`src/rtl/led_arb_pkg.sv`:
```
// Shared definitions for the LED bank arbiter: FSM encoding, default bank
// width and the register-width helper used for cnt, ptr and owner.
package led_arb_pkg;

    typedef logic [1:0] state_t;

    localparam state_t IDLE    = 2'd0;
    localparam state_t OWN     = 2'd1;
    localparam state_t RELEASE = 2'd2;

    localparam int unsigned LED_W = 10;

    // Register width able to index n values; never narrower than one bit.
    function automatic int unsigned width_of(input int unsigned n);
        return ($clog2(n) < 1) ? 1 : $clog2(n);
    endfunction

endpackage

```
`src/rtl/led_bank_arbiter_rr_pick.sv`:
```
// rr_pick: combinational round-robin picker.
//   req   : request vector, one bit per requester
//   ptr   : highest-priority index for this evaluation
//   valid : at least one request is set
//   idx   : first set request scanning upward from ptr, wrapping at N_REQ
module rr_pick
    import led_arb_pkg::*;
#(
    parameter int unsigned N_REQ = 4,
    parameter int unsigned PW    = width_of(N_REQ)
) (
    input  logic [N_REQ-1:0] req,
    input  logic [PW-1:0]    ptr,
    output logic             valid,
    output logic [PW-1:0]    idx
);

    // Rank each request by its circular distance from ptr; smallest wins.
    always_comb begin
        int best_off;
        int off;
        valid    = 1'b0;
        idx      = '0;
        best_off = int'(N_REQ);
        off      = 0;
        for (int i = 0; i < int'(N_REQ); i++) begin
            if (req[i]) begin
                off = (i - int'(ptr) + int'(N_REQ)) % int'(N_REQ);
                if (off < best_off) begin
                    best_off = off;
                    idx      = PW'(i);
                    valid    = 1'b1;
                end
            end
        end
    end

endmodule

```
`src/rtl/led_bank_arbiter.sv`:
```
// led_bank_arbiter: round-robin time-sharing of the LEDR bank between N_REQ
// requesters, each owning the bank for at most HOLD_CYCLES cycles.
//   CLOCK_50 : system clock, rising edge
//   resetn   : asynchronous active-low reset
//   req      : level requests, one bit per requester
//   data     : requester i's LED pattern in data[i*W +: W]
//   gnt      : registered one-hot grant
//   done     : registered one-cycle tenure-end pulse
//   LEDR     : registered LED drive
//   busy     : high whenever the FSM is not idle
module led_bank_arbiter
    import led_arb_pkg::*;
#(
    parameter int unsigned N_REQ       = 4,
    parameter int unsigned W           = LED_W,
    parameter int unsigned HOLD_CYCLES = 8
) (
    input  logic               CLOCK_50,
    input  logic               resetn,
    input  logic [N_REQ-1:0]   req,
    input  logic [N_REQ*W-1:0] data,
    output logic [N_REQ-1:0]   gnt,
    output logic [N_REQ-1:0]   done,
    output logic [W-1:0]       LEDR,
    output logic               busy
);

    localparam int unsigned PW = width_of(N_REQ);
    localparam int unsigned CW = width_of(HOLD_CYCLES);

    state_t           state, state_nxt;
    logic [CW-1:0]    cnt, cnt_nxt;
    logic [PW-1:0]    ptr, ptr_nxt;
    logic [PW-1:0]    owner, owner_nxt;
    logic [N_REQ-1:0] gnt_nxt, done_nxt;
    logic [W-1:0]     led_nxt;

    logic             pick_valid;
    logic [PW-1:0]    pick_idx;
    logic [N_REQ-1:0] pick_onehot;
    logic [N_REQ-1:0] own_onehot;
    logic             own_req;
    logic [W-1:0]     own_data;
    logic             tenure_end;

    rr_pick #(
        .N_REQ (N_REQ),
        .PW    (PW)
    ) u_pick (
        .req   (req),
        .ptr   (ptr),
        .valid (pick_valid),
        .idx   (pick_idx)
    );

    // Decode the picked and current owner indices, and mux the owner's inputs.
    always_comb begin
        pick_onehot = '0;
        own_onehot  = '0;
        own_req     = 1'b0;
        own_data    = '0;
        for (int i = 0; i < int'(N_REQ); i++) begin
            pick_onehot[i] = (pick_idx == PW'(i));
            own_onehot[i]  = (owner == PW'(i));
            if (owner == PW'(i)) begin
                own_req  = req[i];
                own_data = data[i*W +: W];
            end
        end
    end

    // Tenure ends on early release or when the hold budget is spent.
    assign tenure_end = !own_req || (cnt == '0);

    // State and datapath registers.
    always_ff @(posedge CLOCK_50 or negedge resetn) begin
        if (!resetn) begin
            state <= IDLE;
            cnt   <= '0;
            ptr   <= '0;
            owner <= '0;
            gnt   <= '0;
            done  <= '0;
            LEDR  <= '0;
        end else begin
            state <= state_nxt;
            cnt   <= cnt_nxt;
            ptr   <= ptr_nxt;
            owner <= owner_nxt;
            gnt   <= gnt_nxt;
            done  <= done_nxt;
            LEDR  <= led_nxt;
        end
    end

    // Next-state logic.
    always_comb begin
        state_nxt = state;
        case (state)
            IDLE:    if (pick_valid) state_nxt = OWN;
            OWN:     if (tenure_end) state_nxt = RELEASE;
            RELEASE: state_nxt = IDLE;
            default: state_nxt = IDLE;
        endcase
    end

    // Next values for counters, pointer, owner and the registered outputs.
    always_comb begin
        cnt_nxt   = cnt;
        ptr_nxt   = ptr;
        owner_nxt = owner;
        gnt_nxt   = gnt;
        done_nxt  = '0;
        led_nxt   = LEDR;
        case (state)
            IDLE: begin
                gnt_nxt = '0;
                if (pick_valid) begin
                    owner_nxt = pick_idx;
                    gnt_nxt   = pick_onehot;
                    cnt_nxt   = CW'(HOLD_CYCLES - 1);
                end
            end
            OWN: begin
                // The bank is refreshed only while the owner still requests.
                if (own_req) led_nxt = own_data;
                if (tenure_end) begin
                    gnt_nxt  = '0;
                    done_nxt = own_onehot;
                end else begin
                    cnt_nxt = cnt - CW'(1);
                end
            end
            RELEASE: begin
                gnt_nxt = '0;
                ptr_nxt = (owner == PW'(N_REQ - 1)) ? '0 : owner + PW'(1);
            end
            default: begin
                gnt_nxt = '0;
            end
        endcase
    end

    assign busy = (state != IDLE);

endmodule

```
`config.mk`:
```
export PLATFORM = sky130hd
export DESIGN_NAME = led_bank_arbiter
export DESIGN_NICKNAME = d
export VERILOG_FILES = /design/src/rtl/led_arb_pkg.sv /design/src/rtl/led_bank_arbiter_rr_pick.sv /design/src/rtl/led_bank_arbiter.sv
export SDC_FILE = /design/constraint.sdc
export NUM_CORES = 1
export LEC_CHECK = 0
export BUFFER_PORTS_ARGS = -buffer_cell sky130_fd_sc_hd__buf_2
export CORE_AREA = 8 8 65 67
export CTS_BUF_LIST = sky130_fd_sc_hd__clkbuf_8
export CTS_CLUSTER_SIZE = 12
export DETAILED_ROUTE_END_ITERATION = 8
export DIE_AREA = 0 0 73 75
export PLACE_DENSITY = 0.92
export SETUP_SLACK_MARGIN = 0.05
export SLEW_MARGIN = 20
export SYNTH_ARGS = -nofsm -noshare
export SYNTH_HDL_FRONTEND = slang
export SYNTH_SLANG_ARGS = --single-unit
```
`constraint.sdc`:
```
create_clock -name CLOCK_50 -period 6.1 [get_ports CLOCK_50]
set_input_delay 1.525 -clock CLOCK_50 [delete_from_list [all_inputs] [get_ports CLOCK_50]]
set_output_delay 1.525 -clock CLOCK_50 [all_outputs]
set_load 0.005 [all_outputs]
```
### Yosys cells after proc, flatten, opt, wreduce, memory -nomap -nowiden

Index checks and enable logic that the tools add are counted.
Widths: inputs -> output; s select.

* bitwise gates (word level): 4
* mux-type cells: 40
* $mul: 0
* add/sub/neg operators: 10
* magnitude comparators: 4
* reductions and logical operators: 16
* divide/modulo/power cells: 0
* equality and inequality tests: 11
* shift operators: 0

Operators by type and width (count)
* $mux 32: 6
* $add 32x4->32 const B: 4
* $lt 3x32->1: 3
* $mux 10: 4
* $mux 2: 8
* $mux 4: 4
* $mux 1: 13
* $eq 2x2->1 const B: 5
* $pmux 4 s2: 1
* $reduce_or 2->1: 4
* $eq 2x1->1 const B: 3
* $logic_not 2->1: 3
* $mux 3: 2
* $ne 2x2->1 const B: 3
* $pmux 3 s2: 1
* $reduce_and 2->1: 3
* $sub 1x2->3 const A: 2
* $sub 2x2->3 const A: 2
* $and 1x1->1: 4
* $lt 3x4->1 const B: 1
* $pmux 2 s2: 1
* $reduce_bool 2->1: 2
* $logic_not 3->1: 1
* $reduce_and 3->1: 1
* 4 further kinds: 4

* flip-flop bits (word level): 27
* ROM bits: 0
* memories kept: 0
* word-level logic and storage cells: 92
* memory bits (writable): 0
* output and inout port bits: 19
* bits in latches: 0
* input port bits: 46

### Logic depth before layout (Yosys ltp)

Gate-level depths: netlist of the first run.

* depth in word-level cells: 19
* depth in mapped cells: 13
* depth with buffers taken out: 12

### Cells and area by module

Synthesis of the first run repeated with hierarchy kept, for this count alone.

* cells, all modules: 174
* area total of the unflattened synthesis: 1740.4 um^2

By module, submodules not included
* led_bank_arbiter: instances 1, area each 1519.0 um^2, cells an instance 144
* rr_pick: instances 1, area each 221.5 um^2, cells an instance 30

### Worst setup path after synthesis of the first run

Ideal clock, no wire load.

* kind: input -> register
* start: in req[0]
* end: reg gnt[2]
* setup slack: 2.120 ns
* stages on the path: 13
* arrival: 3.859 ns
* setup time: 0.122 ns
* cell sequence: buf_2 -> or2_2 -> a31oi_1 -> ha_1 -> o22ai_1 -> o21ai_0 -> nand2_1 -> o21ai_0 -> ha_1 -> nor2b_1 -> o22ai_1 -> o311ai_2 -> a32o_1

* cells in the longest elaborated chain, start to end: 13
* elaborated cells on any way between the ends: 31
* those cells by class: order compare (3); eq/ne (2); mux (24); reduce/logical (2)

Ends and longest elaborated chain
* start: declaration: line led_bank_arbiter.sv:20 `input logic [N_REQ-1:0] req,`
* $mux 32: line led_bank_arbiter_rr_pick.sv:27 `if (req[i]) begin`
* $lt 3x32->1: line led_bank_arbiter_rr_pick.sv:29 `if (off < best_off) begin`
* $mux 32: line led_bank_arbiter_rr_pick.sv:29
* $mux 32: line led_bank_arbiter_rr_pick.sv:27
* $lt 3x32->1: line led_bank_arbiter_rr_pick.sv:29
* $mux 32: line led_bank_arbiter_rr_pick.sv:29
* $mux 32: line led_bank_arbiter_rr_pick.sv:27
* $lt 3x32->1: line led_bank_arbiter_rr_pick.sv:29
* $mux 2: line led_bank_arbiter_rr_pick.sv:29
* $mux 2: line led_bank_arbiter_rr_pick.sv:27
* $eq 2x2->1: line led_bank_arbiter.sv:63 `pick_onehot[i] = (pick_idx == PW'(i));`
* $mux 4: line led_bank_arbiter.sv:118 `if (pick_valid) begin`
* $pmux 4 s2: line led_bank_arbiter.sv:115 `case (state)`
* end signal: assignment: line led_bank_arbiter.sv:90 `gnt <= gnt_nxt;`
* end: declaration: line led_bank_arbiter.sv:22 `output logic [N_REQ-1:0] gnt,`

Several ways; a longest one is shown, not always the timed one.
A chain may end at the register's enable or synchronous reset.

### Worst setup path after layout of the first run

* start: in req[1]
* end: reg gnt[2]

* cells in the longest elaborated chain, start to end: 10
* elaborated cells on any way between the ends: 24
* those cells by class: order compare (2); eq/ne (2); mux (18); reduce/logical (2)

Ends and longest elaborated chain (line)
* $mux 32: led_bank_arbiter_rr_pick.sv:27
* $lt 3x32->1: led_bank_arbiter_rr_pick.sv:29
* $mux 32: led_bank_arbiter_rr_pick.sv:29
* $mux 32: led_bank_arbiter_rr_pick.sv:27
* $lt 3x32->1: led_bank_arbiter_rr_pick.sv:29
* $mux 2: led_bank_arbiter_rr_pick.sv:29
* $mux 2: led_bank_arbiter_rr_pick.sv:27
* $eq 2x2->1: led_bank_arbiter.sv:63
* $mux 4: led_bank_arbiter.sv:118
* $pmux 4 s2: led_bank_arbiter.sv:115

Several ways; a longest one is shown, not always the timed one.

==> results of run 1 <==
logic make-up after synthesis:
logic type / after synthesis
XOR/XNOR: 1
flip-flops: 27
multiplexers: 14
buffers and inverters: 19
AO/OA/AOI/OAI: 46
AND/OR/NAND/NOR: 51
adder cells (fa/ha/maj): 8
cell usage in the layout (no fill, tap or decap), types with 4 or more instances in the layout:
cell / Yosys / routed
buf_2: 1 / 64
dfrtp_1: 27 / 27
nand2_1: 15 / 15
inv_1: 10 / 11
nor2b_1: 11 / 11
o31ai_1: 10 / 10
mux2_2: 10 / 10
a221oi_1: 9 / 9
nor2_1: 9 / 9
ha_1: 8 / 8
a21oi_1: 6 / 6
o21ai_0: 5 / 5
nor3b_1: 4 / 4
per-layer routing:
metal / share of wire / up-vias / wire [um]
li1: - / 724 / -
met1: 0.39 / 748 / 1670
met2: 0.54 / 55 / 2360
met3: 0.058 / 8 / 253
met4: 0.011 / 0 / 46
met5: 0 / - / 0
metrics by stage:
stage / worst slack, ns / std cells / instance area (um2) / util
2_1_floorplan: 2.12 / 166 / 1640 / -
3_3_place_gp: 1.97 / 267 / 1980 / 0.613
3_5_place_dp: 1.83 / 267 / 1980 / 0.613
4_1_cts: 2.14 / 271 / 2030 / 0.627
5_1_grt: 1.90 / 271 / 2030 / 0.627
6_report: 2.12 / 271 / 2030 / 0.627
final cells by class:
class                      count  share of cell area
timing repair buffer          64               0.158
tap                           46              0.0284
inverter                      10              0.0185
clock buffer                   3              0.0204
sequential                    27               0.333
multi-input combinational    120               0.440
clock inverter                 1             0.00185
how the worst max path moves through the flow:
stage | slack, ns | startpoint | to | depth (start not counted)
6_report | 2.12 | req[1] | gnt[2]$_DFFE_PN0P_ | 13
5_1_grt | 1.90 | req[1] | gnt[2]$_DFFE_PN0P_ | 12
4_1_cts | 2.14 | req[1] | gnt[2]$_DFFE_PN0P_ | 13
3_5_place_dp | 1.83 | req[1] | gnt[2]$_DFFE_PN0P_ | 13
3_3_place_gp | 1.97 | req[1] | gnt[2]$_DFFE_PN0P_ | 13
2_1_floorplan | 2.12 | req[0] | gnt[2]$_DFFE_PN0P_ | 13
power breakdown:
group / switching, uW / internal [uW]
registers: 47.6 / 253
clock network: 55.6 / 45.2
logic: 318 / 272
total: 421 / 570
registers in the layout (all words and copies together), names as in the netlist:
signal and count:
done 4, gnt 4, LEDR 10, ptr 2
state 2, owner 2, cnt 3
==> summary.md, run 1 <==
| Metric | Value |
|---|---|
| Period utilization | 0.653 |
| WL per Instance | 16.0 um |
| Port-buffer cells | 64 |
| Standard-cell rows | 21 |
| Synth Register Bits | 27 |
| Synth Instances | 166 |
| Post-synthesis sequential area ratio | 0.412 |
| Synth Area in Compound Gates | 0.219 |
| Setup crit start kind | input port |
| CP Capture Type | flop |
| Die ar. | between 0.005 and 0.006 mm2 |
| Post-CTS sizing | 0 |
| Synth warnings | 0 |
| Vias in the first global route | 1,562 |
| Sinks on Clock Net | 27 |
| Largest area contributor in the netlist | dfrtp_1 |
| Core Footprint | about 0.0032 mm2 |
| Seq. cell area | 676 um2 |
| Post-synth top cells | dfrtp_1, nand2_1, nor2b_1 |
| Peak supply drop | 0.228 mV |
| Htree depth | 1 |
| DP HPWL | 3310 um |
| Pin count of the biggest net entering global routing | 28 |
| # DRC | 0 |
| Initial antenna violation count | 0 |
| Antenna diodes | 0 |
| Hold Path Class | flop to flop |
| Fmax | 251 MHz |
| Crit-path leading delay family | compound AO/OA/AOI/OAI gates |
| Vias | 1,535 |
| EDFF count, synth | 0 |
| Cell Area, Synth | 0.00164 mm2 |
| Main flop type after synthesis | dfrtp_1 |
| Mux share of post-synthesis cell area | 0.0939 |
| PwrDens | 489 mW/mm2 |
| CTS Buf Count | 3 |
| Clock skew | 0.00510 ns |
| CTS tree | built |
| Data arrival, critical path | 4.16 ns |
| DRT iter0 DRCs | 116 |
| Filler cell count | approximately 290 |
| GR Overflow Total | 0 |
| Pins Over Slew Limit | 0 |
| Critical path required time | 6.27 ns |
| CP Buf/Inv Count | 1 |
| Tightest Pin Transition | 0.798 ns |
| GPL Wtd Cong | 0.804 |
| Global-route met3 utilization | 0.0466 |
| Initial DRT Pass Iterations | 4 |
| Post-Synth Adder-Cell Area | 0.0611 |
| Area added between synthesis and finish | 23.7% |
| Static leakage | 0.00101 uW |
| Crit-path cells | buf_2, or2_2, a31oi_1, ha_1, o22ai_1, o21ai_0, nand2_1, o21ai_0, ha_1, nor2b_1, o22ai_1, o311ai_2, a32o_1 |
| Worst path max stage delay | between 0.3 and 0.4 ns |
| Max clock buf depth | 2 |
| M1 GR Usage | 0.175 |
| Layout Nets | 280 |
| Worst Path Class, Setup | input port to flop |
| Setup slack, reg-to-reg | approximately 3.1 ns |
| Post-CTS Hold Buffers | 0 |
| Total Negative Setup Slacks | 0 ns |
| Post-synth top area share | 0.412 |
| Antenna viol nets, final | 0 |
| Final WL | roughly 4300 um |
| Most Used Layer, Global Route | met2 |
| Hold_sp | LEDR[6]$_DFFE_PN0P_ |
| Post-synth cell types | 36 |
| Reg2reg path depth | 12 |
| Setup Buffers After CTS | 0 |
| Endpoints failing hold | 0 |
| Simple-gate area share of the yosys netlist | 0.164 |
| Die Span X | 73 um |
| Max Fanout on Critical Path | 7 |
| Starting Density | 0.507 |
| Multi-input gate area | 891 um2 |
| Hold path depth | 1 |
| CTS root buf | clkbuf_8 |
| Rel. slew slack | 0.468 |
| Routed vias/inst | 5.66 |
| Gr usage total | 0.158 |
| R2r endpoint | gnt[2]$_DFFE_PN0P_ |
| Share of cells above drive strength 1 | 0.373 |
| First-pass GRT wire length | 6920 um |
| I/O pin total | 65 |
| Critical path's slowest cell | or2_2 |
| XOR/XNOR Fraction of Synth Area | 0.00534 |
| Reg2reg start | ptr[0]$_DFFE_PN0N_ |
| Clk slew on worst S/H paths | about 0.090 ns |
| Power, Total | 991 uW |
| RSZ-0062 raised after global routing | no |
| Largest cells by area after synthesis | dfrtp_1, mux2_2, ha_1 |
| Synth Net Count | 220 |
| Met2 usage | 0.288 |
| Max cap viols | 0 |
| Syn_area_per_cell | 9.87 um2 |
| Outcome | finished clean |
| Post-synth ARST share | 1.00 |
| Final Critical Period | 3.98 ns |
| Hold Slack | around 0.48 ns |
| Count leader, synth | dfrtp_1 |
| Hold Path End | LEDR[6]$_DFFE_PN0P_ |
| Worst skew pair latency | 0.27 ns |
| Die Span Y | 75 um |
| Setup-failing EPs final | 0 |
| Largest family of logic cells by synthesized area | compound AO/OA/AOI/OAI gates |
(Power assumes the default switching activity.)
==> run 2: changes to the inputs <==
ABC_AREA = 1   (was unset)
CORE_AREA = 8 8 67 69   (was 8 8 65 67)
DIE_AREA = 0 0 75 77   (was 0 0 73 75)
PLACE_DENSITY = 0.87   (was 0.92)
clock period = 3.9 ns   (was 6.1 ns; I/O delays follow)
==> run 2 against run 1 <==
  * Die area up 5.5%
  * Non-clock buffer count unchanged
  * Synthesized cell count up 27%
  * Worst setup slack worse by 0.94 ns
  * Count of clock-buffer cells in the layout unchanged
  * Core utilization down 4.3 points
  * Area after synthesis about the same
  * Clock power up 48%
  * Register-to-register slack worse by 1.7 ns
  * Final cell count up 18%
  * Clock skew down 0.0019 ns
  * Critical path type unchanged
  * Highest routed layer unchanged
==> summary.md, run 2 <==
| Metric | Value |
|---|---|
| Synth warnings | 0 (unchanged) |
| Hold Path Class | flop to flop |
| Outcome | finished clean |
| Post-synth ARST share | 1.00 (unchanged) |
| Rel. slew slack | 0.543 (+0.0746) |
| Worst path max stage delay | 0.28 ns (-0.03 ns) |
| Setup Buffers After CTS | 0 (unchanged) |
| Antenna viol nets, final | 0 (unchanged) |
| Port-buffer cells | 64 (unchanged) |
| Syn_area_per_cell | 7.77 um2 (-21%) |
| Simple-gate area share of the yosys netlist | 0.233 (+0.0685) |
| Total Negative Setup Slacks | 0 ns (unchanged) |
| Commonest non-fill, non-tap cell in the layout | nand2_1 |
| WL per Instance | 13.0 um (-19%) |
| Largest cells by area after synthesis | dfrtp_1, nand2_1, ha_1 |
| Post-CTS Hold Buffers | 0 (unchanged) |
| # DRC | 0 (unchanged) |
| Synth Area in Compound Gates | 0.156 (-0.0627) |
| Initial DRT Pass Iterations | 4 (unchanged) |
| Most Frequent Cell on Critical Path | nand2_1 |
| Share of cells above drive strength 1 | 0.282 (-0.0913) |
| Pins Over Slew Limit | 0 (unchanged) |
| Die ar. | 0.00578 mm2 (+5.5%) |
| Commonest non-fill, non-tap cells in the layout | nand2_1, buf_2, dfrtp_1 |
| Layout Nets | 328 (+17%) |
| Crit-path cells | buf_2, nand2_1, a21oi_1, a21oi_1, inv_1, ha_1, nand3_1, nand3_2, inv_1, nand2_1, o21ai_0, ha_1, inv_1, nor2_1, nand2_1, nand3_2, nand2_1, nand2_1, nand2_1 |
| Data arrival, critical path | 2.88 ns (-1.28 ns) |
| Sinks on Clock Net | 27 (unchanged) |
| Post-synth top area share | 0.412 (about the same) |
| Mux share of post-synthesis cell area | 0.0610 (-0.0329) |
| DP Cell Count | 317 (+19%) |
| Number of flip-flops in the largest register | 10 (unchanged) |
| RSZ-0062 raised after global routing | no |
| Post-synth top cells | nand2_1, dfrtp_1, inv_1 |
| Post-synthesis sequential area ratio | 0.412 (about the same) |
| Period utilization | 0.698 |
| Max Fanout on Critical Path | 6 (-1) |
| Worst Path Class, Setup | input port to flop |
| PwrDens | 717 mW/mm2 (+47%) |
| CTS tree | built |
| First-pass GRT wire length | 6610 um (-4.5%) |
| Setup-failing EPs final | 0 (unchanged) |
| Die Span Y | 77 um (+2.7%) |
| Vias | 1,577 (+2.7%) |
| Non-filler cells, final | 321 (+18%) |
| Peak supply drop | 0.282 mV (+24%) |
| Largest regs | LEDR (10), done (4), gnt (4) |
| Synth Register Bits | 27 (unchanged) |
| Cell Area, Synth | 0.00164 mm2 (about the same) |
| Worst skew pair latency | 0.26 ns (about the same) |
| Core Footprint | 0.00350 mm2 (+8.2%) |
| Max cap viols | 0 (unchanged) |
| DRT iter0 DRCs | 83 (-28%) |
| CP Capture Type | flop |
| XOR/XNOR Fraction of Synth Area | 0 (-0.00534) |
| GR Overflow Total | 0 (unchanged) |
| Post-synth cell types | 24 (-33%) |
| Final WL | 4160 um (-3.9%) |
| Endpoints failing hold | 0 (unchanged) |
| CTS Buf Count | 3 (unchanged) |
| Htree depth | 1 (unchanged) |
| Setup WS pre-CTS | 0.890 ns (-0.942 ns) |
| Top reg by flops | LEDR |
| Starting Density | 0.469 (-0.0379) |
| Clk slew on worst S/H paths | 0.09 ns (about the same) |
| Vias in the first global route | 1,522 (-2.6%) |
| Largest family of logic cells by synthesized area | simple AND/OR/NAND/NOR gates |
| Main flop type after synthesis | dfrtp_1 |
| GPL Wtd Cong | 0.875 (+8.9%) |
| Critical path's slowest cell | ha_1 |
| Initial antenna violation count | 0 (unchanged) |
| Clock skew | 0.00317 ns (-0.00193 ns) |
| Die Span X | 75 um (+2.7%) |
| Tightest Pin Transition | 0.686 ns (-0.112 ns) |
| Filler cell count | 326 (+13%) |
| Pin count of the biggest net entering global routing | 28 (unchanged) |
| DP HPWL | 3300 um (-0.44%) |
| I/O pin total | 65 (unchanged) |
| Count leader, synth | nand2_1 |
| Synth Net Count | 265 (+20%) |
| Static leakage | 0.00113 uW (+12%) |
| Fmax | between 300 and 400 MHz |
| Largest area contributor in the netlist | dfrtp_1 |
| Post-Synth Adder-Cell Area | 0.0610 (about the same) |
| Final WS setup | 1.18 ns (-0.938 ns) |
| EDFF count, synth | 0 (unchanged) |
| Max clock buf depth | 2 (unchanged) |
| Area added between synthesis and finish | 24.4% |
| Post-CTS sizing | 0 (unchanged) |
| CTS root buf | clkbuf_8 |
| Final Critical Period | 2.72 ns |
| Setup crit start kind | input port |
| Synth Instances | 211 (+27%) |
| Gr usage total | 0.140 (-0.0178) |
| Antenna diodes | 0 (unchanged) |
| Routed vias/inst | 4.91 (-13%) |
| Critical path required time | 4.06 ns (-2.21 ns) |
| Standard-cell rows | 22 (+4.8%) |
## run 2: path summary, 6_finish.rpt
| path | from | end | slack, ns | depth (start not counted) |
|---|---|---|---|---|
| setup / recovery | req[0] | owner[1]$_DFFE_PN0P_ | 1.18 | 19 |
| hold / removal | LEDR[6]$_DFFE_PN0P_ | LEDR[6]$_DFFE_PN0P_ | 0.49 | 2 |
| setup reg to reg | ptr[1]$_DFFE_PN0N_ | owner[1]$_DFFE_PN0P_ | 1.38 | 20 |
| hold reg to reg | LEDR[6]$_DFFE_PN0P_ | LEDR[6]$_DFFE_PN0P_ | 0.49 | 2 |
| max in group asynchronous | resetn | LEDR[7]$_DFFE_PN0P_ | 2.80 | 1 |
| min in group asynchronous | resetn | LEDR[0]$_DFFE_PN0P_ | 0.71 | 1 |
## run 2: layer usage
layer	track usage	part of all wire
met1	0.161	0.41
met2	0.251	0.52
met3	0.0260	0.063
met4	0.0353	0.0096
met5	0	0
## run 2: cell type report
cell class | count | area [um2] | area share
multi-input cells | 151 | 838 | 0.411
flip-flops and latches | 27 | 676 | 0.331
repair buffers | 64 | 320 | 0.157
inverters | 27 | 101 | 0.0497
well taps | 48 | 60.1 | 0.0294
clock buffers | 3 | 41.3 | 0.0202
clock inverters | 1 | 3.75 | 0.00184
## run 2: logic make-up (layout without fill, tap and decap cells)
logic type	count (synthesis)	in the layout
mux	10	10
buf+inv	33	95
simple gates	90	90
compound gates	43	43
fa+ha+maj	8	8
flops	27	27
## run 2: stage by stage
step                      total power [uW]  area (um2)  hold WS, ns  utilization
after detailed placement              1320        2000        0.471        0.571
after global placement                1280        2000        0.468        0.571
final                                 1460        2040        0.494        0.584
after floorplan                       1080        1640        0.473            -
after global routing                  1610        2040        0.527        0.584
after CTS                             1480        2040        0.499        0.584
## run 2: worst max-delay path: cells and delay by family
kind                     cells  cell delay [ns]
AO/OA/AOI/OAI                3             0.28
adder cells (fa/ha/maj)      2             0.54
AND/OR/NAND/NOR             10             0.78
buffers and inverters        4             0.32
## run 2: power breakdown
group	total [uW]	internal [uW]	switching, uW
Combinational	857	330	527
Clock	149	70.3	78.7
Sequential	457	395	62.7
Total	1460	795	668
==> run 3: changes to the inputs <==
CORE_AREA = 8 8 70 72   (was 8 8 67 69)
DIE_AREA = 0 0 78 80   (was 0 0 75 77)
PLACE_DENSITY = 0.83   (was 0.87)
clock period = 2.35 ns   (was 3.9 ns; I/O delays follow)
==> run 3 against run 2 <==
  * The flow now finishes with violations (setup timing)
  * Combinational power up 120%
  * Clock skew up 0.0040 ns
  * Critical endpoint is now gnt[1]$_DFFE_PN0P_
  * Clock power up 70%
  * Critical path type is now flop to flop
  * Hold slack worse by 0.19 ns
  * Total power up 97%
  * Final cell count up 9.7%
  * Via count up 8.1%
  * First-iteration DRC count up 52%
  * Global-route usage up 0.15 points
  * Core utilization up 2.6 points
  * Count of clock-buffer cells in the layout unchanged
  * Sequential power up 67%
==> summary.md, run 3 (same netlist as run 2, synthesis figures left out) <==
| Metric | Value |
|---|---|
| Starting Density | 0.425 (-0.0438) |
| WL per Instance | 13.4 um (+3.5%) |
| RSZ-0062 raised after global routing | yes |
| Setup-failing EPs final | 5 (+5) |
| Final WL | 4720 um (+13%) |
| Top reg by flops | LEDR |
| Endpoints failing hold | 0 (unchanged) |
| Comb power frac | 0.647 (+0.061) |
| Setup WS pre-CTS | -0.232 ns (-1.12 ns) |
| Max clock buf depth | 2 (unchanged) |
| Post-layout util | 0.610 (+0.0259) |
| Routed vias/inst | 4.84 (-1.5%) |
| Commonest non-fill, non-tap cells in the layout | buf_2, nand2_1, dfrtp_1, buf_4, inv_1 |
| Largest regs | LEDR (10), done (4), gnt (4) |
| Vias in the first global route | 1,650 (+8.4%) |
| Critical path required time | 2.52 ns (-1.54 ns) |
| Tightest Pin Transition | 0.569 ns (-0.116 ns) |
| Antenna diodes | 0 (unchanged) |
| Post-CTS Hold Buffers | 0 (unchanged) |
| Layout Nets | 357 (+8.8%) |
| Max Fanout on Critical Path | 6 (unchanged) |
| Static leakage | 0.00128 uW (+13%) |
| Vias | 1,704 (+8.1%) |
| Htree depth | 1 (unchanged) |
| Period utilization | 1.03 |
| Power, Total | 2880 uW (+97%) |
| Filler cell count | 321 (-1.5%) |
| Met2 usage | 0.253 (+0.00227) |
| Port-buffer cells | 64 (unchanged) |
| Internal | 1610 uW (+100%) |
| Pin count of the biggest net entering global routing | 28 (unchanged) |
| Die ar. | 0.00624 mm2 (+8.1%) |
| Area added between synthesis and finish | 43.3% |
| Fmax | 415 MHz |
| Worst Path Class, Setup | flop to flop |
| Reg2reg path depth | 19 (-5.0%) |
| Global-route met3 utilization | 0.0236 (-0.00236) |
| Gr usage total | 0.141 (+0.00147) |
| Switching share of power | 0.440 (-0.0164) |
| DP HPWL | 3420 um (+3.8%) |
| Antenna viol nets, final | 0 (unchanged) |
| Commonest non-fill, non-tap cell in the layout | buf_2 |
| Final Critical Period | ~2.4 ns |
| Standard-cell rows | 23 (+4.5%) |
| Outcome | complete, but fails checks |
| Setup crit start kind | flop |
| Initial antenna violation count | 0 (unchanged) |
| GR Overflow Total | 0 (unchanged) |
| Clk pwr share | 0.088 (-0.014) |
| Die Span X | 78 um (+4.0%) |
| Number of flip-flops in the largest register | 10 (unchanged) |
| CTS tree | built |
| M1 GR Usage | 0.165 (+0.00430) |
| Sinks on Clock Net | 27 (unchanged) |
| Hold Path Class | input port to asynchronous set/reset pin |
| Data arrival, critical path | 2.58 ns (-0.30 ns) |
| Die Span Y | 80 um (+3.9%) |
| Sw power | 1270 uW (+90%) |
| Peak supply drop | 0.484 mV (+72%) |
| Initial DRT Pass Iterations | 4 (unchanged) |
| Placed cell area | 0.00210 mm2 (+5.0%) |
| Clk slew on worst S/H paths | 0.09 ns (about the same) |
| I/O pin total | 65 (unchanged) |
| First-pass GRT wire length | 7310 um (+11%) |
| Share of cells above drive strength 1 | 0.421 (+0.138) |
| Core Footprint | 0.00386 mm2 (+10%) |
| Most Used Layer, Global Route | met2 |
| # DRC | 0 (unchanged) |
| Seq pwr share | 0.265 (-0.047) |
| CTS root buf | clkbuf_8 |
| Hold Slack | 0.303 ns (-0.191 ns) |
| PwrDens | 1230 mW/mm2 (+71%) |
| Max cap viols | 0 (unchanged) |
| CP Capture Type | flop |
| Final WS setup | -0.0624 ns (-1.24 ns) |
| Rel. slew slack | 0.620 (+0.0776) |
| GPL Wtd Cong | 0.839 (-4.1%) |
| Failing checks | setup timing |
| Clock skew | 0.00718 ns (+0.00401 ns) |
| Post-route cell area | 0.00235 mm2 (+15%) |
| DRT iter0 DRCs | 126 (+52%) |
| Pins Over Slew Limit | 0 (unchanged) |
| CTS Buf Count | 3 (unchanged) |
| Worst skew pair latency | 0.27 ns (about the same) |
[run 3: routing by layer]
metal / share of wire / up-vias
met2: 0.51 / 44
met4: 0.017 / 0
met3: 0.048 / 8
met5: 0 / -
met1: 0.42 / 777
li1: - / 875
[run 3: final cells by class]
type                            count  area (um2)  share of cell area
Clock buffer                        3        41.3              0.0176
Clock inverter                      1        5.00             0.00213
Inverter                           27         101              0.0431
Multi-Input combinational cell    151         920               0.391
Sequential cell                    27         676               0.287
Tap cell                           50        62.6              0.0266
Timing Repair Buffer               93         546               0.232
[run 3: worst max-delay path, cell delays in order (launching register included)]
cell	delay, ns
dfrtp_1	0.42
inv_2	0.08
nand2_2	0.07
nand2_2	0.09
nand2_2	0.06
a21oi_4	0.14
inv_2	0.06
ha_4	0.26
nand3_2	0.08
nand3_2	0.08
inv_2	0.06
nand2_2	0.06
o21ai_2	0.05
ha_1	0.28
inv_1	0.08
nor2_1	0.04
nand2_1	0.10
nand3_4	0.12
nand4_1	0.12
nand2_1	0.05
[run 3: power by group through the flow]
stage / combinational (uW) / clock, uW / sequential [uW]
floorplan: 1020 / 0 / 769
finish: 1860 / 254 / 762
global route: 2090 / 286 / 788
CTS: 1730 / 261 / 753
global placement: 1470 / 0 / 759
detailed placement: 1520 / 0 / 763
[run 3: path summary, 6_finish.rpt]
kind                                          from              endpoint  slack [ns]
worst min register to register  gnt[2]$_DFFE_PN0P_    gnt[2]$_DFFE_PN0P_        0.49
worst max-delay path            ptr[1]$_DFFE_PN0N_    gnt[1]$_DFFE_PN0P_       -0.06
worst min-delay path                        resetn  state[0]$_DFFE_PN0P_        0.30
worst max register to register  ptr[1]$_DFFE_PN0N_    gnt[1]$_DFFE_PN0P_       -0.06
min in group CLOCK_50           gnt[2]$_DFFE_PN0P_    gnt[2]$_DFFE_PN0P_        0.49
max in group asynchronous                   resetn   LEDR[2]$_DFFE_PN0P_        1.67
[run 3: stage by stage]
step / TNS [ns] / instances
2_1_floorplan: 0 / 211
3_3_place_gp: -0.448 / 332
3_5_place_dp: -1.25 / 332
4_1_cts: 0 / 349
5_1_grt: -0.831 / 352
6_report: -0.181 / 352
[run 3: repair_timing]
action / in CTS / in global routing
endpoints found under the setup margin: 6 / 6
pin swaps: 8 / 8
setup buffers: 13 / 3
gates resized for setup: 9 / 17
